--- config.mk ---
export PLATFORM = sky130hd
export DESIGN_NAME = bit_serializer
export DESIGN_NICKNAME = d
export VERILOG_FILES = /design/src/rtl/bit_serializer.sv
export SDC_FILE = /design/constraint.sdc
export NUM_CORES = 1
export LEC_CHECK = 0
export BUFFER_PORTS_ARGS = -buffer_cell sky130_fd_sc_hd__buf_2
export CAP_MARGIN = 20
export CORE_UTILIZATION = 35
export DETAILED_ROUTE_END_ITERATION = 8
export HOLD_SLACK_MARGIN = 0.06
export PLACE_DENSITY_LB_ADDON = 0.1
export SYNTH_ARGS = -nofsm -noshare
export SYNTH_HDL_FRONTEND = slang
export SYNTH_SLANG_ARGS = --single-unit
--- constraint.sdc ---
create_clock -name clk -period 1.5 [get_ports clk]
set_input_delay 0.075 -clock clk [delete_from_list [all_inputs] [get_ports clk]]
set_output_delay 0.075 -clock clk [all_outputs]
set_load 0.01 [all_outputs]
--- src/rtl/bit_serializer.sv ---
// bit_serializer: valid/ready word to serial bit stream with one-word holding buffer for gapless streaming
module bit_serializer #(
  parameter int WIDTH = 8,
  parameter bit MSB_FIRST = 1
) (
  input  logic             clk,
  input  logic             rst,
  input  logic [WIDTH-1:0] in_data,
  input  logic             in_valid,
  output logic             in_ready,
  output logic             dout,
  output logic             dout_valid,
  output logic             sof,
  output logic             eof,
  output logic             busy
);
  localparam int CW = (WIDTH > 2) ? $clog2(WIDTH) : 1;
  localparam logic [CW-1:0] CMAX = CW'(WIDTH - 1);
  localparam logic [CW-1:0] CPEN = CW'(WIDTH - 2);
  typedef enum logic {IDLE, SHIFT} state_t;
  state_t state, state_n;
  logic [WIDTH-1:0] sh, hold, src;
  logic [CW-1:0] cnt;
  logic hold_full, accept, last, load_new, load_hold, hold_wr;
  function automatic logic first_bit(input logic [WIDTH-1:0] x);
    return MSB_FIRST ? x[WIDTH-1] : x[0];
  endfunction
  function automatic logic [WIDTH-1:0] advance(input logic [WIDTH-1:0] x);
    return MSB_FIRST ? x << 1 : x >> 1;
  endfunction
  always_comb begin
    in_ready = (state == IDLE) || !hold_full;
    accept = in_valid && in_ready;
    last = (state == SHIFT) && (cnt == CMAX);
    load_hold = last && hold_full;
    load_new = accept && ((state == IDLE) || (last && !hold_full));
    hold_wr = accept && !load_new;
    src = load_hold ? hold : in_data;
    busy = (state == SHIFT) || hold_full;
    state_n = (state == IDLE) ? (accept ? SHIFT : IDLE)
            : ((last && !load_hold && !load_new) ? IDLE : SHIFT);
  end
  // dout is forced to 0 whenever no live bit is presented
  always_ff @(posedge clk) begin
    if (rst) begin
      state <= IDLE;
      hold_full <= 1'b0;
      hold <= '0;
      sh <= '0;
      cnt <= '0;
      dout <= 1'b0;
      dout_valid <= 1'b0;
      sof <= 1'b0;
      eof <= 1'b0;
    end else begin
      state <= state_n;
      hold_full <= hold_wr || (hold_full && !load_hold);
      if (hold_wr) hold <= in_data;
      if (load_new || load_hold) begin
        sh <= advance(src);
        dout <= first_bit(src);
        dout_valid <= 1'b1;
        sof <= 1'b1;
        eof <= 1'b0;
        cnt <= '0;
      end else if (state == SHIFT && !last) begin
        sh <= advance(sh);
        dout <= first_bit(sh);
        dout_valid <= 1'b1;
        sof <= 1'b0;
        eof <= (cnt == CPEN);
        cnt <= cnt + CW'(1);
      end else begin
        dout <= 1'b0;
        dout_valid <= 1'b0;
        sof <= 1'b0;
        eof <= 1'b0;
        cnt <= '0;
      end
    end
  end
endmodule

# Yosys cells after proc, flatten, opt, wreduce, memory -nomap -nowiden
# Index checks and enable logic that the tools add are counted.
[totals] wordCells=46 in_bits=11 regBits=24 out_inout_bits=6
[op_classes] mux=11 add_sub_neg=1 bitwise_logic=2 n_eq_ne=2 n_reduce_logical=21
[op_table] op="2-to-1 mux 8 bit" count=3
[op_table] op="logical AND 1 bit" count=10
[op_table] op="2-to-1 mux 1 bit" count=8
[op_table] op="equality test 3 bit (second input constant)" count=2
[op_table] op="logical OR 1 bit" count=5
[op_table] op="logical NOT 1 bit" count=4
[op_table] op="adder 3 x 1 -> 3 bit (second input constant)" count=1
[op_table] op="OR reduction 3 bit" count=1
[op_table] op="inverter 1 bit" count=2
[op_table] op="nonzero test 2 bit" count=1

# Depth between registers and ports, before layout
[depth] ltp_word=9 mapped_depth=7 ltp_nobuf=5

# Worst setup path after synthesis
# No wires, ideal clock.
[synth_path] path_kind="register to register" startpoint="reg cnt[0]" endpoint="reg hold[0]" arrival_ps=1404 setup_slack_ps=-21 setup_time_ps=117 t_required_ps=1383 path_buffers=2 period_less_slack_ps=1521 stages_incl_launch_ff=8 cell_sequence="dfxtp_1 ha_1 ha_1 buf_6 and4bb_1 buf_6 mux2i_1 nor2_1"
[synth_via] elab_chain_len=7
[synth_lines] item="start, declared" line_no="23" rtl="logic [CW-1:0] cnt;"
[synth_lines] item="start signal, assigned" line_no="72" rtl="cnt <= cnt + CW'(1);"
[synth_lines] item="equality test 3 bit" line_no="34" rtl="last = (state == SHIFT) && (cnt == CMAX);"
[synth_lines] item="logical AND 1 bit" line_no="34"
[synth_lines] item="logical AND 1 bit" line_no="36" rtl="load_new = accept && ((state == IDLE) || (last && !hold_full));"
[synth_lines] item="logical OR 1 bit" line_no="36"
[synth_lines] item="logical AND 1 bit" line_no="36"
[synth_lines] item="logical NOT 1 bit" line_no="37" rtl="hold_wr = accept && !load_new;"
[synth_lines] item="logical AND 1 bit" line_no="37"
[synth_lines] item="end signal, assigned" line_no="58" rtl="if (hold_wr) hold <= in_data;"
[synth_lines] item="end, declared" line_no="22" rtl="logic [WIDTH-1:0] sh, hold, src;"
# No other way between the ends.
# A chain may end at the register's enable or synchronous reset.

# Final worst setup path
[layout_path] startpoint="reg cnt[0]" endpoint="reg hold[2]"
# The elaborated chain is that of the path after synthesis.

==> flow_summary.rst <==
.. list-table::
   :header-rows: 1

   * - Metric
     - Value
   * - Run status
     - finished, final reports clean
   * - Number of antenna violations at the first check in global routing
     - 0
   * - Number of I/O pins
     - 17
   * - Mean instance size in the synthesized netlist
     - 10.1 sq um
   * - Vias in the first global route
     - 794
   * - Total routing usage reported by global routing
     - 15.0%
   * - Max FFs per register
     - 8
   * - Worst clock skew
     - 0.00266 ns
   * - Pin count of the biggest net entering global routing
     - 22
   * - Max FO, Critical Path
     - 5
   * - Registers with the most flip-flops
     - hold: 8 flops, sh: 7 flops, cnt: 3 flops
   * - R2r worst-path depth
     - 6
   * - Drt wl/cell
     - 13.0 microns
   * - Via-to-Cell Ratio
     - 5.06
   * - Number of hold violations in the final report
     - 0
   * - Area inside the core boundary
     - 2780 sq um
   * - HPWL after detailed placement
     - 1.48 mm
   * - Site row count
     - 19
   * - Final Max Slew Viols
     - 0
   * - Height of the chip
     - 56.6 microns
   * - Most frequent cells in the layout
     - dfxtp_1 (22), buf_2 (16), mux2i_1 (15)
   * - CP Class
     - reg -> reg
   * - Buffers added on ports
     - 16
   * - Weighted congestion at the end of routability-driven global placement
     - 0.710
   * - Worst-path clk slew
     - 0.13 ns
   * - Warning count from the yosys run
     - 0
   * - Number of buffers created by CTS
     - 3
   * - Congestion Overflow GR
     - 0
   * - H-tree lvl count
     - 1
   * - CP Data Arrival Time
     - 1.70 ns
   * - Total nets after synthesis
     - 117
   * - Hold depth
     - 2
   * - Total Nets Final
     - 148
   * - Layout cells sized above 1
     - 29.5%
   * - M3 GR Usage
     - 2.07%
   * - Number of nets with antenna violations after routing
     - 0
   * - Met2 GRT Util
     - 21.5%
   * - Number of storage elements in the synthesis netlist
     - 24
   * - Power consumption
     - 1.15 mW
   * - Area growth syn-to-layout
     - 26.9%
   * - EDFF count, synth
     - 0
   * - Type of element capturing the critical path
     - register
   * - Most used routing layer
     - met1
   * - Met1 global-route usage
     - 21.8%
   * - Time the worst path needs with I/O delays and setup
     - 1.50 ns
   * - Sum of negative setup slack
     - 0 ns
   * - Worst setup startpoint
     - cnt[0]
   * - Required time worst endpoint
     - 1.71 ns
   * - Power per unit of standard cell area
     - 868 nW/um^2
   * - Clock buffer depth
     - 2
   * - Hold WC Path Type
     - in -> reg
   * - CTS root buf
     - clkbuf_4
   * - Initial core utilization
     - 37.6%
   * - Crit Reg-Reg Startpoint
     - cnt[0]
   * - Routed vias
     - 824
   * - Netlist area before placement
     - 1040 sq um
   * - Number of cells produced by synthesis
     - 103
   * - Top FF cell, synth
     - dfxtp_1
   * - Critical Path Start Type
     - register
   * - Crit share post-route
     - 99.9%
   * - DRC
     - 0
   * - DRC marker count from the first detailed-route iteration
     - 18
   * - Post-synth cell types
     - 27
   * - Later-pin clock latency in the skew report
     - 0.31 ns
   * - Biggest register
     - hold
   * - Max-capacitance violation count
     - 0
   * - RSZ-0062 raised after global routing
     - yes
   * - Count of TritonRoute iterations in the first routing pass
     - 4
   * - Global-route wire length before repair
     - 3.69 mm
   * - Maximum clock rate
     - 667 MHz
   * - Transition time at the pin with the least slew margin
     - 0.388 ns
   * - Count of fill cells added during filler insertion
     - 293
   * - Worst slew margin
     - 74.2%
   * - Width of the chip
     - 56.6 microns
   * - CTS tree
     - built
   * - Largest vdd supply drop
     - 0.000466 V
   * - Clock tree sinks
     - 24
   * - Most frequent standard cell in the layout excluding fill and tap cells
     - dfxtp_1
   * - FFs w/ async S/R, synth
     - 0%
   * - Number of antenna repair diodes
     - 0
   * - Hold path startpoint
     - rst
   * - Final Routed Wirelength
     - 2.11 mm
   * - Seq/Total Area, Yosys
     - 46.0%
   * - Static Leak
     - 0.547 nW
   * - # setup viols final
     - 0
   * - Die outline area
     - 3210 sq um
## cell type report
class | instances | area, sq um | area share (%)
clock buffer | 3 | 22.5 | 1.70
inverter | 1 | 3.75 | 0.283
multi-input combinational | 69 | 528 | 39.8
sequential | 24 | 483 | 36.4
tap | 31 | 38.8 | 2.92
timing repair buffer | 35 | 250 | 18.9
## timing repair
action / in CTS / in global routing
hold buffers: 8 / 0
hold endpoints to repair: 8 / 0
pin swaps: 1 / 1
setup endpoints to repair: 7 / 9
resized for setup: 6 / 2
setup buffers: 0 / 1
## worst max-delay path, cell delays in order (launching register included)
cell and delay [ns]:
dfxtp_2 0.36, ha_4 0.16, ha_4 0.16, and4bb_2 0.35, buf_6 0.14, mux2i_1 0.18
nor2_1 0.05
## power breakdown
part	leakage (nW)	switching, mW	internal (mW)
clock network	0.0138	0.189	0.0938
logic	0.335	0.0824	0.0940
registers	0.198	0.0190	0.673
total	0.547	0.291	0.861
## final timing paths
check	slack (ns)	end
worst max-delay path	0.001	hold[2]
worst min-delay path	0.15	hold[2]
worst max register to register	0.001	hold[2]
worst min register to register	0.50	hold[1]
## kinds of logic after synthesis
family / share of synthesized area [%]
and+or+nand+nor: 16.8
DFF: 46.0
AOI/OAI and AO/OA: 12.1
muxes: 15.4
buffers and inverters: 6.11
adders and majority gates: 3.59
## through the flow
stage          hold slack [ns]  utilization [%]  cell area (sq um)  std cells  worst slack (ns)
6_report                 0.153             47.7               1330        163           0.00105
2_1_floorplan            0.152                -               1050        103          0.000510
3_5_place_dp             0.332             42.6               1180        151           -0.0146
3_3_place_gp             0.321             42.6               1180        151            0.0127
5_1_grt                  0.152             47.7               1330        163           -0.0832
4_1_cts                  0.151             47.3               1320        162           0.00718
## cells in the mapped netlist (2+ instances only)
cell type / instances / area (sq um)
a221oi_1: 6 / 52.6
nand2b_1: 2 / 12.5
buf_4: 2 / 15.0
nor2_1: 12 / 45.0
nor2b_1: 2 / 12.5
mux2i_1: 15 / 150
buf_2: 3 / 15.0
buf_6: 2 / 22.5
ha_1: 3 / 37.5
o21ai_0: 6 / 30.0
a21oi_1: 4 / 20.0
nand2_1: 2 / 7.51
nand3b_1: 6 / 45.0
clkbuf_1: 2 / 7.51
dfxtp_1: 24 / 480
## layer usage
layer | wire length [microns] | share of wire, %
met5 | 0 | 0
met4 | 17 | 0.80
met3 | 45 | 2.1
met2 | 934 | 44
met1 | 1120 | 53
Note: power is estimated with default switching activity, not from simulation.
